==> src/rtl/i2c_temp_responder.sv <==
// I2C target emulating an ADT7420-style temperature sensor register map.
// Ports: clk, rst_n (sync, active low), scl_in/sda_in (async pads),
//   sda_oe (1 = pull SDA low), temp_in (raw temperature word),
//   cfg (register 0x03), busy (address-matched transaction in flight),
//   temp_snap (pulse when temp_in is captured into the shadow register).
// Option: define I2C_RSP_GLITCH_FLT_EN for a 3-sample input stability filter.
module i2c_temp_responder #(
    parameter logic [6:0] I2C_ADDR = 7'h4B,
    parameter logic [7:0] ID_VAL   = 8'hCB
) (
    input  logic        clk,
    input  logic        rst_n,
    input  logic        scl_in,
    input  logic        sda_in,
    output logic        sda_oe,
    input  logic [15:0] temp_in,
    output logic [7:0]  cfg,
    output logic        busy,
    output logic        temp_snap
);

    typedef enum logic [3:0] {
        IDLE, ADDR, ADDR_ACK, PTR, PTR_ACK,
        WDATA, WDATA_ACK, RDATA, RACK
    } state_t;

    state_t      state, state_nxt;
    logic        scl_q1, scl_q2, sda_q1, sda_q2;
    logic        scl_s, sda_s, scl_d, sda_d;
    logic        scl_rise, scl_fall, start_det, stop_det;
    logic [3:0]  cnt;
    logic [7:0]  sh, sh_in, ptr, rd_byte;
    logic [15:0] shadow;
    logic        bit8, match, rw, ack_addr;
    logic        oe_nxt, snap_nxt;

    // Bus idles high, so synchronizers reset to 1 to avoid false edges.
    always_ff @(posedge clk) begin
        if (!rst_n) begin
            {scl_q1, scl_q2, sda_q1, sda_q2} <= '1;
        end else begin
            scl_q1 <= scl_in;
            scl_q2 <= scl_q1;
            sda_q1 <= sda_in;
            sda_q2 <= sda_q1;
        end
    end

`ifdef I2C_RSP_GLITCH_FLT_EN
    logic scl_h1, scl_h2, scl_hold;
    logic sda_h1, sda_h2, sda_hold;

    // Output follows the input only once three samples agree;
    // otherwise it holds the last accepted value.
    always_ff @(posedge clk) begin
        if (!rst_n) begin
            {scl_h1, scl_h2, scl_hold} <= '1;
            {sda_h1, sda_h2, sda_hold} <= '1;
        end else begin
            scl_h1   <= scl_q2;
            scl_h2   <= scl_h1;
            scl_hold <= scl_s;
            sda_h1   <= sda_q2;
            sda_h2   <= sda_h1;
            sda_hold <= sda_s;
        end
    end

    assign scl_s = (scl_q2 == scl_h1 && scl_h1 == scl_h2)
                 ? scl_q2 : scl_hold;
    assign sda_s = (sda_q2 == sda_h1 && sda_h1 == sda_h2)
                 ? sda_q2 : sda_hold;
`else
    assign scl_s = scl_q2;
    assign sda_s = sda_q2;
`endif

    always_ff @(posedge clk) begin
        if (!rst_n) begin
            scl_d <= 1'b1;
            sda_d <= 1'b1;
        end else begin
            scl_d <= scl_s;
            sda_d <= sda_s;
        end
    end

    assign scl_rise  = scl_s & ~scl_d;
    assign scl_fall  = ~scl_s & scl_d;
    assign start_det = scl_s & scl_d & sda_d & ~sda_s;
    assign stop_det  = scl_s & scl_d & ~sda_d & sda_s;

    assign sh_in    = {sh[6:0], sda_s};
    assign bit8     = (cnt == 4'd8);
    assign match    = (sh[7:1] == I2C_ADDR);
    assign rw       = sh[0];
    assign ack_addr = (state == ADDR) && scl_fall && bit8 && match;

    always_comb begin
        case (ptr)
            8'h00:   rd_byte = shadow[15:8];
            8'h01:   rd_byte = shadow[7:0];
            8'h03:   rd_byte = cfg;
            8'h0B:   rd_byte = ID_VAL;
            default: rd_byte = 8'h00;
        endcase
    end

    always_ff @(posedge clk) begin
        if (!rst_n) state <= IDLE;
        else        state <= state_nxt;
    end

    always_comb begin
        state_nxt = state;
        if (start_det) begin
            state_nxt = ADDR;
        end else if (stop_det) begin
            state_nxt = IDLE;
        end else if (scl_fall) begin
            unique case (state)
                IDLE:      state_nxt = IDLE;
                ADDR:      if (bit8) state_nxt = match ? ADDR_ACK : IDLE;
                ADDR_ACK:  state_nxt = rw ? RDATA : PTR;
                PTR:       if (bit8) state_nxt = PTR_ACK;
                PTR_ACK:   state_nxt = WDATA;
                WDATA:     if (bit8) state_nxt = WDATA_ACK;
                WDATA_ACK: state_nxt = WDATA;
                RDATA:     if (bit8) state_nxt = RACK;
                RACK:      state_nxt = sh[0] ? IDLE : RDATA;
                default:   state_nxt = IDLE;
            endcase
        end
    end

    // Next values of the registered outputs; SDA only moves on SCL falls.
    always_comb begin
        oe_nxt   = sda_oe;
        snap_nxt = 1'b0;
        if (start_det || stop_det) begin
            oe_nxt = 1'b0;
        end else if (scl_fall) begin
            unique case (state)
                ADDR: begin
                    oe_nxt   = bit8 && match;
                    snap_nxt = ack_addr && rw;
                end
                ADDR_ACK:  oe_nxt = rw ? ~rd_byte[7] : 1'b0;
                PTR:       if (bit8) oe_nxt = 1'b1;
                WDATA:     if (bit8) oe_nxt = 1'b1;
                PTR_ACK:   oe_nxt = 1'b0;
                WDATA_ACK: oe_nxt = 1'b0;
                RDATA:     oe_nxt = bit8 ? 1'b0 : ~sh[6];
                RACK:      oe_nxt = sh[0] ? 1'b0 : ~rd_byte[7];
                default:   oe_nxt = 1'b0;
            endcase
        end
    end

    always_ff @(posedge clk) begin
        if (!rst_n) begin
            cnt       <= '0;
            sh        <= '0;
            ptr       <= '0;
            cfg       <= '0;
            shadow    <= '0;
            sda_oe    <= 1'b0;
            temp_snap <= 1'b0;
            busy      <= 1'b0;
        end else begin
            sda_oe    <= oe_nxt;
            temp_snap <= snap_nxt;
            if (state_nxt == IDLE) busy <= 1'b0;
            else if (ack_addr)     busy <= 1'b1;
            if (start_det || stop_det) begin
                cnt <= '0;
            end else if (scl_rise) begin
                case (state)
                    ADDR, PTR, WDATA: begin
                        if (!bit8) cnt <= cnt + 4'd1;
                        sh <= sh_in;
                    end
                    RDATA: if (!bit8) cnt <= cnt + 4'd1;
                    RACK:  sh <= sh_in;
                    default: ;
                endcase
                if (state == PTR && cnt == 4'd7) ptr <= sh_in;
                if (state == WDATA && cnt == 4'd7) begin
                    if (ptr == 8'h03) cfg <= sh_in;
                    ptr <= ptr + 8'd1;
                end
            end else if (scl_fall) begin
                case (state)
                    ADDR: if (ack_addr && rw) shadow <= temp_in;
                    ADDR_ACK: begin
                        cnt <= '0;
                        if (rw) sh <= rd_byte;
                    end
                    PTR_ACK, WDATA_ACK: cnt <= '0;
                    RDATA: begin
                        if (bit8) ptr <= ptr + 8'd1;
                        else      sh  <= {sh[6:0], 1'b0};
                    end
                    RACK: begin
                        cnt <= '0;
                        if (!sh[0]) sh <= rd_byte;
                    end
                    default: ;
                endcase
            end
        end
    end

endmodule

==> config.mk <==
export PLATFORM = sky130hd
export DESIGN_NAME = i2c_temp_responder
export DESIGN_NICKNAME = d
export VERILOG_FILES = /design/src/rtl/i2c_temp_responder.sv
export SDC_FILE = /design/constraint.sdc
export NUM_CORES = 1
export LEC_CHECK = 0
export ABC_AREA = 0
export BUFFER_PORTS_ARGS = -buffer_cell sky130_fd_sc_hd__buf_2
export CORE_MARGIN = 3
export CORE_UTILIZATION = 25
export CTS_BUF_LIST = sky130_fd_sc_hd__clkbuf_8
export CTS_CLUSTER_SIZE = 28
export DETAILED_ROUTE_END_ITERATION = 16
export HOLD_SLACK_MARGIN = 0.06
export SYNTH_ARGS = -nofsm -noshare
export SYNTH_HDL_FRONTEND = slang
export SYNTH_SLANG_ARGS = --single-unit
==> constraint.sdc <==
create_clock -name clk -period 3.65 [get_ports clk]
set_input_delay 0.1825 -clock clk [delete_from_list [all_inputs] [get_ports clk]]
set_output_delay 0.1825 -clock clk [all_outputs]
set_load 0.05 [all_outputs]
==> results of run 1 <==
worst min-delay path by stage:
stage | from | end | cells after the start
CTS | temp_in[4] | shadow[4]$_SDFFE_PN0P_ | 3
floorplan | scl_in | scl_q1$_SDFF_PN1_ | 1
finish | temp_in[14] | shadow[14]$_SDFFE_PN0P_ | 3
global placement | sda_in | sda_q1$_SDFF_PN1_ | 2
detailed placement | sda_in | sda_q1$_SDFF_PN1_ | 2
global route | temp_in[13] | shadow[13]$_SDFFE_PN0P_ | 3
cell type report:
type	instances	area, sq um	area share
multi-input cells	291	1929	0.5128
flip-flops and latches	57	1141	0.3033
well taps	172	215.2	0.05720
inverters	10	37.54	0.009977
clock inverters	5	102.6	0.02727
repair buffers	34	185.2	0.04922
clock buffers	11	151.4	0.04024
cell usage in the layout (no fill, tap or decap), types with 3 or more instances in the layout:
cell type,netlist,routed
sky130_fd_sc_hd__dfxtp_1,57,57
sky130_fd_sc_hd__nor2_1,42,42
sky130_fd_sc_hd__o21ai_0,31,31
sky130_fd_sc_hd__buf_2,5,30
sky130_fd_sc_hd__a21oi_1,29,29
sky130_fd_sc_hd__nand2_1,26,26
sky130_fd_sc_hd__mux2i_1,25,25
sky130_fd_sc_hd__nand2b_1,12,12
sky130_fd_sc_hd__inv_1,10,11
sky130_fd_sc_hd__clkbuf_8,0,11
sky130_fd_sc_hd__nand3_1,8,8
sky130_fd_sc_hd__ha_1,8,8
sky130_fd_sc_hd__a22oi_1,7,7
sky130_fd_sc_hd__nor3_1,6,6
sky130_fd_sc_hd__nor2b_1,6,6
sky130_fd_sc_hd__nand3b_1,5,5
sky130_fd_sc_hd__a31oi_1,4,4
sky130_fd_sc_hd__or4_1,4,4
sky130_fd_sc_hd__xnor2_1,3,3
sky130_fd_sc_hd__and3_1,3,3
sky130_fd_sc_hd__o21a_1,3,3
sky130_fd_sc_hd__a21o_1,3,3
sky130_fd_sc_hd__or3b_1,3,3
sky130_fd_sc_hd__a211oi_1,3,3
sky130_fd_sc_hd__nor4_1,3,3
sky130_fd_sc_hd__o21bai_1,3,3
sky130_fd_sc_hd__nor3b_1,3,3
sky130_fd_sc_hd__nand4_1,3,3
sky130_fd_sc_hd__a311oi_1,3,3
sky130_fd_sc_hd__a222oi_1,3,3
sky130_fd_sc_hd__o31ai_1,3,3
sky130_fd_sc_hd__bufinv_16,0,3
flip-flops by register name, indices dropped and copies added (netlist names):
| register | cells |
|---|---|
| busy | 1 |
| cfg | 8 |
| cnt | 4 |
| ptr | 8 |
| scl_d | 1 |
| scl_q1 | 1 |
| scl_q2 | 1 |
| sda_d | 1 |
| sda_oe | 1 |
| sda_q1 | 1 |
| sda_q2 | 1 |
| sh | 8 |
| shadow | 16 |
| state | 4 |
| temp_snap | 1 |
worst max-delay path, stage by stage (launching register included):
cell	delay (ns)
sky130_fd_sc_hd__dfxtp_1	0.36
sky130_fd_sc_hd__ha_1	0.69
sky130_fd_sc_hd__nor4b_1	0.39
sky130_fd_sc_hd__o21ai_0	0.43
sky130_fd_sc_hd__or3_1	0.49
sky130_fd_sc_hd__a31oi_1	0.15
power by group through the flow:
stage	clock, W	sequential (W)	combinational (W)
2_1_floorplan	0	0.000645	0.0000472
3_3_place_gp	0	0.000650	0.0000629
3_5_place_dp	0	0.000650	0.0000642
4_1_cts	0.000762	0.000636	0.0000661
5_1_grt	0.000793	0.000637	0.0000735
6_report	0.000749	0.000636	0.0000662
cell families after synthesis:
family | after synthesis | synth area share
compound gates | 107 | 0.2094
xor+xnor | 4 | 0.01074
fa+ha+maj | 8 | 0.03069
buf+inv | 39 | 0.05869
flops | 57 | 0.3498
mux | 26 | 0.08017
simple gates | 146 | 0.2605
through the flow:
step / std cells / total power (W) / instance area [sq um]
after floorplan: 387 / 0.0006923 / 3262
after global placement: 562 / 0.0007127 / 3488
after detailed placement: 562 / 0.0007144 / 3488
after CTS: 580 / 0.001464 / 3762
after global routing: 580 / 0.001503 / 3762
final: 580 / 0.001451 / 3762
timing repair:
action                                 4_1_cts  5_1_grt
resized for setup                            0        0
buffers inserted                             0        0
hold buffers                                 2        0
endpoints found under the hold margin        2        0
per-layer routing:
metal	global-route usage	vias to the layer above	share of wire
met1	0.1566	1368	0.46
met5	0	-	0
met4	0.03541	0	0.014
met3	0.02947	13	0.053
met2	0.1904	71	0.47
li1	-	1448	-
==> flow_summary.html, run 1 <==
<table>
<tr><th>Metric</th><th>Value</th></tr>
<tr><th colspan="2">Logic synthesis</th></tr>
<tr><td>Syn_nets</td><td>415</td></tr>
<tr><td>Cell types occupying the most area after synthesis</td><td>sky130_fd_sc_hd__dfxtp_1, sky130_fd_sc_hd__mux2i_1, sky130_fd_sc_hd__nor2_1, sky130_fd_sc_hd__o21ai_0, sky130_fd_sc_hd__a21oi_1</td></tr>
<tr><td>Number of warning messages in the yosys log</td><td>0</td></tr>
<tr><td>Library cell with the largest summed area after synthesis</td><td>sky130_fd_sc_hd__dfxtp_1</td></tr>
<tr><td>Proportion of netlist area held by the largest area contributor</td><td>0.3498</td></tr>
<tr><td>Summed instance area of the synthesized netlist</td><td>0.003262 sq mm</td></tr>
<tr><td>Post-Synthesis Cells</td><td>387</td></tr>
<tr><td>Most numerous cell in the Yosys netlist</td><td>sky130_fd_sc_hd__dfxtp_1</td></tr>
<tr><td>Post-synth top flop</td><td>sky130_fd_sc_hd__dfxtp_1</td></tr>
<tr><td>Number of enable-type register cells in the synthesized netlist</td><td>0</td></tr>
<tr><td>Sequential area share after synthesis</td><td>0.3498</td></tr>
<tr><td>Post-synthesis register bit count</td><td>57</td></tr>
<tr><td>Asr flop ratio synth</td><td>0</td></tr>
<tr><td>Leading cell types by count after synthesis</td><td>sky130_fd_sc_hd__dfxtp_1, sky130_fd_sc_hd__nor2_1, sky130_fd_sc_hd__o21ai_0, sky130_fd_sc_hd__a21oi_1, sky130_fd_sc_hd__nand2_1</td></tr>
<tr><td>Distinct cell type count after synthesis</td><td>64</td></tr>
<tr><td>Average cell area after synthesis</td><td>8.429 sq um</td></tr>
<tr><th colspan="2">Detailed routing</th></tr>
<tr><td>Number of iterations in the first detailed-routing pass</td><td>4</td></tr>
<tr><td>Antenna-violating nets left</td><td>0</td></tr>
<tr><td>Number of remaining DRC errors</td><td>0</td></tr>
<tr><td>Routed wirelength normalized by instance count</td><td>14.50 um</td></tr>
<tr><td>Detailed Route WL</td><td>8412 um</td></tr>
<tr><td>Drt via density</td><td>5.000</td></tr>
<tr><td>Total number of vias</td><td>2,900</td></tr>
<tr><td>Detailed router's first-iteration violation count</td><td>275</td></tr>
<tr><th colspan="2">Critical path</th></tr>
<tr><td>Crit. Startpoint</td><td>scl_q2$_SDFF_PN1_</td></tr>
<tr><td>Largest fanout on the critical path</td><td>26</td></tr>
<tr><td>Setup slack of the worst register-to-register path</td><td>1.03 ns</td></tr>
<tr><td>Crit path to</td><td>ptr[0]$_SDFFE_PN0P_</td></tr>
<tr><td>R2r worst-path depth</td><td>5</td></tr>
<tr><td>Startpoint of the worst register-to-register path</td><td>scl_q2$_SDFF_PN1_</td></tr>
<tr><td>Arrival time at the worst endpoint</td><td>2.87 ns</td></tr>
<tr><td>Kind of start point of the critical path</td><td>flip-flop</td></tr>
<tr><td>Worst reg2reg endpoint</td><td>ptr[0]$_SDFFE_PN0P_</td></tr>
<tr><td>Type of the worst setup path</td><td>flip-flop to flip-flop</td></tr>
<tr><td>Required time at the endpoint of the critical path</td><td>3.90 ns</td></tr>
<tr><td>Critical path capture point type</td><td>flip-flop</td></tr>
<tr><th colspan="2">Die</th></tr>
<tr><td>Die Wd</td><td>120.2 um</td></tr>
<tr><td>Number of top-level pins</td><td>31</td></tr>
<tr><td>Effective utilization at floorplan</td><td>0.2574</td></tr>
<tr><td>Core Box Area</td><td>0.01267 sq mm</td></tr>
<tr><td>Die extent in y</td><td>120.2 um</td></tr>
<tr><td>Site Rows</td><td>41</td></tr>
<tr><td>DIE AREA</td><td>0.01445 sq mm</td></tr>
<tr><th colspan="2">Pwr</th></tr>
<tr><td>Standby leakage power</td><td>1.328 nW</td></tr>
<tr><td>NetSw</td><td>0.0003079 W</td></tr>
<tr><td>Share of total power in sequential cells</td><td>0.438</td></tr>
<tr><td>Total power divided by cell area</td><td>385.8 mW/mm^2</td></tr>
<tr><td>Net switching share of the total power</td><td>0.2121</td></tr>
<tr><td>Max IR drop VDD</td><td>0.3064 mV</td></tr>
<tr><td>Share of total power in the clock network</td><td>0.516</td></tr>
<tr><td>Comb power frac</td><td>0.046</td></tr>
<tr><td>P_int</td><td>0.001144 W</td></tr>
<tr><th colspan="2">Finish</th></tr>
<tr><td>Layout overhead on the synthesized area</td><td>15.34%</td></tr>
<tr><td>Fraction of final layout cells sized beyond drive strength 1</td><td>0.1446</td></tr>
<tr><td>Utilization of the core after routing</td><td>0.2969</td></tr>
<tr><td>Final layout net count</td><td>431</td></tr>
<tr><td>Final-layout fill cell count</td><td>1,372</td></tr>
<tr><td>Diodes inserted</td><td>0</td></tr>
<tr><th colspan="2">STA</th></tr>
<tr><td>Max-Slew Margin vs Limit</td><td>0.1703</td></tr>
<tr><td>Hold Slack</td><td>0.08309 ns</td></tr>
<tr><td>Final hold violations</td><td>0</td></tr>
<tr><td>Final worst path period need</td><td>2.624 ns</td></tr>
<tr><td>Final setup TNS</td><td>0 ns</td></tr>
<tr><td>Share of the cycle needed by the critical path after routing</td><td>0.7189</td></tr>
<tr><td>Final number of max-transition violations</td><td>0</td></tr>
<tr><td>Min setup slack post-route</td><td>1.026 ns</td></tr>
<tr><td>Setup repair after global routing missed its margin</td><td>no</td></tr>
<tr><td>Highest attainable clock frequency</td><td>0.3811 GHz</td></tr>
<tr><td>Clock tree skew after final layout</td><td>0.01014 ns</td></tr>
<tr><td>Worst Tran Pin Value</td><td>1.243 ns</td></tr>
<tr><td>Final setup fails</td><td>0</td></tr>
<tr><th colspan="2">CTS</th></tr>
<tr><td>Bufs on Longest Clock Path</td><td>2</td></tr>
<tr><td>Clock Pin Slew Worst Setup and Hold Paths</td><td>0.07 ns</td></tr>
<tr><td>Clock sink count</td><td>57</td></tr>
<tr><td>TritonCTS clock tree</td><td>yes</td></tr>
<tr><td>Worst-skew pair later-pin latency</td><td>0.33 ns</td></tr>
<tr><td>Number of buffers created by CTS</td><td>9</td></tr>
<tr><td>Root cell of the clock tree</td><td>sky130_fd_sc_hd__clkbuf_8</td></tr>
<tr><td>H-tree depth</td><td>3</td></tr>
<tr><th colspan="2">Place</th></tr>
<tr><td>Final weighted congestion in routability-driven placement</td><td>0.8698</td></tr>
<tr><td>Placed wire-length estimate after detailed placement</td><td>5913 um</td></tr>
<tr><td>Number of I/O port buffers</td><td>30</td></tr>
<tr><td>Placement Setup Slack</td><td>1.080 ns</td></tr>
<tr><th colspan="2">Outcome</th></tr>
<tr><td>Status</td><td>finished, final reports clean</td></tr>
<tr><th colspan="2">GRT</th></tr>
<tr><td>Largest net degree at the start of global routing</td><td>39</td></tr>
<tr><td>Leftover overflow at the end of global routing</td><td>0</td></tr>
<tr><td>First-pass GRT wire length</td><td>13,900 um</td></tr>
<tr><td>Via count of the first global-routing pass</td><td>2,743</td></tr>
<tr><td>All-layer global routing usage</td><td>0.1181</td></tr>
<tr><td>Number of antenna violations at the first check in global routing</td><td>0</td></tr>
<tr><th colspan="2">Worst hold path</th></tr>
<tr><td>Worst min-delay path class</td><td>input port to flip-flop</td></tr>
<tr><th colspan="2">Flow run</th></tr>
<tr><td>Max_cap viols</td><td>0</td></tr>
</table>
No activity file was read; power rests on OpenSTA's default activity.
==> inputs of run 2 (changes only) <==
- clock period: 3.65 -> 2.45 ns (I/O delays scaled with it)
==> flow_summary.html, run 2 (synthesized netlist as in run 1, its figures left out) <==
<table>
<tr><th>Metric</th><th>Value</th></tr>
<tr><th colspan="2">Critical path</th></tr>
<tr><td>R2r worst-path depth</td><td>8</td></tr>
<tr><td>Critical path capture point type</td><td>flip-flop</td></tr>
<tr><td>Setup slack of the worst register-to-register path</td><td>0.24 ns</td></tr>
<tr><td>Crit path to</td><td>shadow[12]$_SDFFE_PN0P_</td></tr>
<tr><td>Largest fanout on the critical path</td><td>16</td></tr>
<tr><td>Arrival time at the worst endpoint</td><td>2.44 ns</td></tr>
<tr><td>Worst reg2reg endpoint</td><td>shadow[12]$_SDFFE_PN0P_</td></tr>
<tr><td>Startpoint of the worst register-to-register path</td><td>cnt[0]$_SDFFE_PP0P_</td></tr>
<tr><td>Kind of start point of the critical path</td><td>flip-flop</td></tr>
<tr><td>Crit. Startpoint</td><td>cnt[0]$_SDFFE_PP0P_</td></tr>
<tr><td>Required time at the endpoint of the critical path</td><td>2.68 ns</td></tr>
<tr><td>Type of the worst setup path</td><td>flip-flop to flip-flop</td></tr>
<tr><th colspan="2">CTS</th></tr>
<tr><td>H-tree depth</td><td>3</td></tr>
<tr><td>Number of buffers created by CTS</td><td>9</td></tr>
<tr><td>Number of buffers inserted for hold repair after clock tree synthesis</td><td>18</td></tr>
<tr><td>Clock Pin Slew Worst Setup and Hold Paths</td><td>0.08 ns</td></tr>
<tr><td>CTS-repair resized insts</td><td>0</td></tr>
<tr><td>TritonCTS clock tree</td><td>yes</td></tr>
<tr><td>Bufs on Longest Clock Path</td><td>2</td></tr>
<tr><td>Count of buffers added by post-CTS timing repair for setup</td><td>0</td></tr>
<tr><td>Clock sink count</td><td>57</td></tr>
<tr><td>Worst-skew pair later-pin latency</td><td>0.34 ns</td></tr>
<tr><td>Root cell of the clock tree</td><td>sky130_fd_sc_hd__clkbuf_8</td></tr>
<tr><th colspan="2">GRT</th></tr>
<tr><td>Largest net degree at the start of global routing</td><td>19</td></tr>
<tr><td>First-pass GRT wire length</td><td>15,260 um</td></tr>
<tr><td>Number of antenna violations at the first check in global routing</td><td>0</td></tr>
<tr><td>Leftover overflow at the end of global routing</td><td>0</td></tr>
<tr><td>All-layer global routing usage</td><td>0.1293</td></tr>
<tr><td>Via count of the first global-routing pass</td><td>3,094</td></tr>
<tr><th colspan="2">Finish</th></tr>
<tr><td>Highest-count cells in the layout ignoring fill and taps</td><td>sky130_fd_sc_hd__dfxtp_1, sky130_fd_sc_hd__nor2_1, sky130_fd_sc_hd__o21ai_0</td></tr>
<tr><td>Diodes inserted</td><td>0</td></tr>
<tr><td>Sequential cell area in the final layout</td><td>0.001141 sq mm</td></tr>
<tr><td>Layout overhead on the synthesized area</td><td>24.59%</td></tr>
<tr><td>Register ranked first by flip-flop count</td><td>shadow</td></tr>
<tr><td>Final layout net count</td><td>469</td></tr>
<tr><td>Final-layout fill cell count</td><td>1,356</td></tr>
<tr><td>Area of combinational cells with multiple inputs</td><td>0.001929 sq mm</td></tr>
<tr><td>Flip-flop count of the largest register after layout</td><td>16</td></tr>
<tr><td>Final design area excluding fillers</td><td>0.004064 sq mm</td></tr>
<tr><td>Most common cell after layout, fill and taps aside</td><td>sky130_fd_sc_hd__dfxtp_1</td></tr>
<tr><td>Fraction of final layout cells sized beyond drive strength 1</td><td>0.1839</td></tr>
<tr><th colspan="2">STA</th></tr>
<tr><td>Final hold violations</td><td>0</td></tr>
<tr><td>Max-Slew Margin vs Limit</td><td>0.5469</td></tr>
<tr><td>Hold Slack</td><td>0.07601 ns</td></tr>
<tr><td>Worst Tran Pin Value</td><td>0.6790 ns</td></tr>
<tr><td>Final setup fails</td><td>0</td></tr>
<tr><td>Final number of max-transition violations</td><td>0</td></tr>
<tr><td>Setup repair after global routing missed its margin</td><td>no</td></tr>
<tr><td>Share of the cycle needed by the critical path after routing</td><td>0.9016</td></tr>
<tr><td>Highest attainable clock frequency</td><td>0.4527 GHz</td></tr>
<tr><td>Final setup TNS</td><td>0 ns</td></tr>
<tr><td>Clock tree skew after final layout</td><td>0.01136 ns</td></tr>
<tr><td>Min setup slack post-route</td><td>0.2411 ns</td></tr>
<tr><td>Final worst path period need</td><td>2.209 ns</td></tr>
<tr><th colspan="2">Place</th></tr>
<tr><td>Placed wire-length estimate after detailed placement</td><td>6557 um</td></tr>
<tr><td>Placement Setup Slack</td><td>0.2534 ns</td></tr>
<tr><td>Number of I/O port buffers</td><td>30</td></tr>
<tr><td>Final weighted congestion in routability-driven placement</td><td>0.8951</td></tr>
<tr><td>Placement Cell Area</td><td>0.003666 sq mm</td></tr>
<tr><th colspan="2">Detailed routing</th></tr>
<tr><td>Routed wire length on met2</td><td>4478 um</td></tr>
<tr><td>Number of iterations in the first detailed-routing pass</td><td>5</td></tr>
<tr><td>Total number of vias</td><td>3,148</td></tr>
<tr><td>Detailed Route WL</td><td>8970 um</td></tr>
<tr><td>Total length of routed met3 wires</td><td>474 um</td></tr>
<tr><td>Routed wirelength normalized by instance count</td><td>14.51 um</td></tr>
<tr><td>Number of remaining DRC errors</td><td>0</td></tr>
<tr><td>Detailed router's first-iteration violation count</td><td>299</td></tr>
<tr><td>Highest routing layer actually used</td><td>met4</td></tr>
<tr><td>Met1 Wirelength</td><td>3910 um</td></tr>
<tr><td>Antenna-violating nets left</td><td>0</td></tr>
<tr><td>Drt via density</td><td>5.094</td></tr>
<tr><th colspan="2">Die</th></tr>
<tr><td>Die extent in y</td><td>120.2 um</td></tr>
<tr><td>Site Rows</td><td>41</td></tr>
<tr><td>Effective utilization at floorplan</td><td>0.2574</td></tr>
<tr><td>Number of top-level pins</td><td>31</td></tr>
<tr><td>Core Box Area</td><td>0.01267 sq mm</td></tr>
<tr><td>Die Wd</td><td>120.2 um</td></tr>
<tr><td>DIE AREA</td><td>0.01445 sq mm</td></tr>
<tr><th colspan="2">Pwr</th></tr>
<tr><td>NetSw</td><td>0.0004926 W</td></tr>
<tr><td>Share of total power in the clock network</td><td>0.478</td></tr>
<tr><td>Max IR drop VDD</td><td>0.4211 mV</td></tr>
<tr><td>Total chip power</td><td>0.002061 W</td></tr>
<tr><td>P_int</td><td>0.001568 W</td></tr>
<tr><td>Comb power frac</td><td>0.064</td></tr>
<tr><td>Total power divided by cell area</td><td>507.1 mW/mm^2</td></tr>
<tr><td>Share of total power in sequential cells</td><td>0.457</td></tr>
<tr><td>Net switching share of the total power</td><td>0.2390</td></tr>
<tr><td>Standby leakage power</td><td>1.486 nW</td></tr>
<tr><th colspan="2">Outcome</th></tr>
<tr><td>Status</td><td>finished, final reports clean</td></tr>
<tr><th colspan="2">Flow run</th></tr>
<tr><td>Max_cap viols</td><td>0</td></tr>
<tr><th colspan="2">Worst hold path</th></tr>
<tr><td>Worst min-delay path class</td><td>input port to flip-flop</td></tr>
<tr><td>WHS Path Cells</td><td>2</td></tr>
</table>
run 2: cell count changes in the layout (fill, tap and decap cells not counted):
| cell | change |
|---|---|
| sky130_fd_sc_hd__clkbuf_8 | -2 |
| sky130_fd_sc_hd__clkinv_2 | +2 |
| sky130_fd_sc_hd__buf_12 | +1 |
| sky130_fd_sc_hd__clkinvlp_4 | +2 |
| sky130_fd_sc_hd__buf_4 | +21 |
| sky130_fd_sc_hd__bufinv_16 | -1 |
| sky130_fd_sc_hd__inv_6 | +1 |
| sky130_fd_sc_hd__dlygate4sd3_1 | +16 |
| sky130_fd_sc_hd__inv_1 | -1 |
| sky130_fd_sc_hd__clkinv_4 | -1 |
run 2: power groups by stage:
stage / clock network (W) / logic (W) / registers [W]
finish: 0.000986 / 0.000133 / 0.000943
global placement: 0 / 0.000107 / 0.000963
CTS: 0.00101 / 0.000132 / 0.000943
floorplan: 0 / 0.0000703 / 0.000961
detailed placement: 0 / 0.000109 / 0.000964
global route: 0.00105 / 0.000146 / 0.000943
run 2: area by class of cell:
type / count / share of cell area
multi-input combinational: 291 / 0.4748
sequential: 57 / 0.2808
timing repair buffer: 72 / 0.1287
tap: 172 / 0.05296
clock buffer: 9 / 0.03048
clock inverter: 7 / 0.02309
inverter: 10 / 0.009236
run 2: through the flow:
stage / std cells / utilization
after floorplan: 387 / -
after global placement: 584 / 0.2893
after detailed placement: 584 / 0.2893
after CTS: 618 / 0.3207
after global routing: 618 / 0.3207
final: 618 / 0.3207
run 2: how the worst min path moves through the flow:
| stage | startpoint | to | slack (ns) |
|---|---|---|---|
| after detailed placement | scl_in | scl_q1$_SDFF_PN1_ | 0.31 |
| after floorplan | scl_in | scl_q1$_SDFF_PN1_ | 0.22 |
| after CTS | rst_n | sda_d$_SDFF_PN1_ | 0.06 |
| final | rst_n | scl_d$_SDFF_PN1_ | 0.08 |
| after global placement | sda_in | sda_q1$_SDFF_PN1_ | 0.31 |
| after global routing | rst_n | sda_d$_SDFF_PN1_ | 0.07 |
run 2: per-layer routing:
layer  up-vias  track usage
met5         -            0
met2        96       0.2216
met4         0      0.03754
li1       1520            -
met3        13      0.02526
met1      1519       0.1654
run 2: worst max-delay path, cell delays in order (launching register included):
cell	delay, ns
sky130_fd_sc_hd__dfxtp_1	0.36
sky130_fd_sc_hd__inv_1	0.07
sky130_fd_sc_hd__ha_1	0.18
sky130_fd_sc_hd__nand3b_1	0.15
sky130_fd_sc_hd__or4_4	0.58
sky130_fd_sc_hd__nor4b_4	0.27
sky130_fd_sc_hd__buf_12	0.21
sky130_fd_sc_hd__mux2i_1	0.22
sky130_fd_sc_hd__nor2_1	0.06
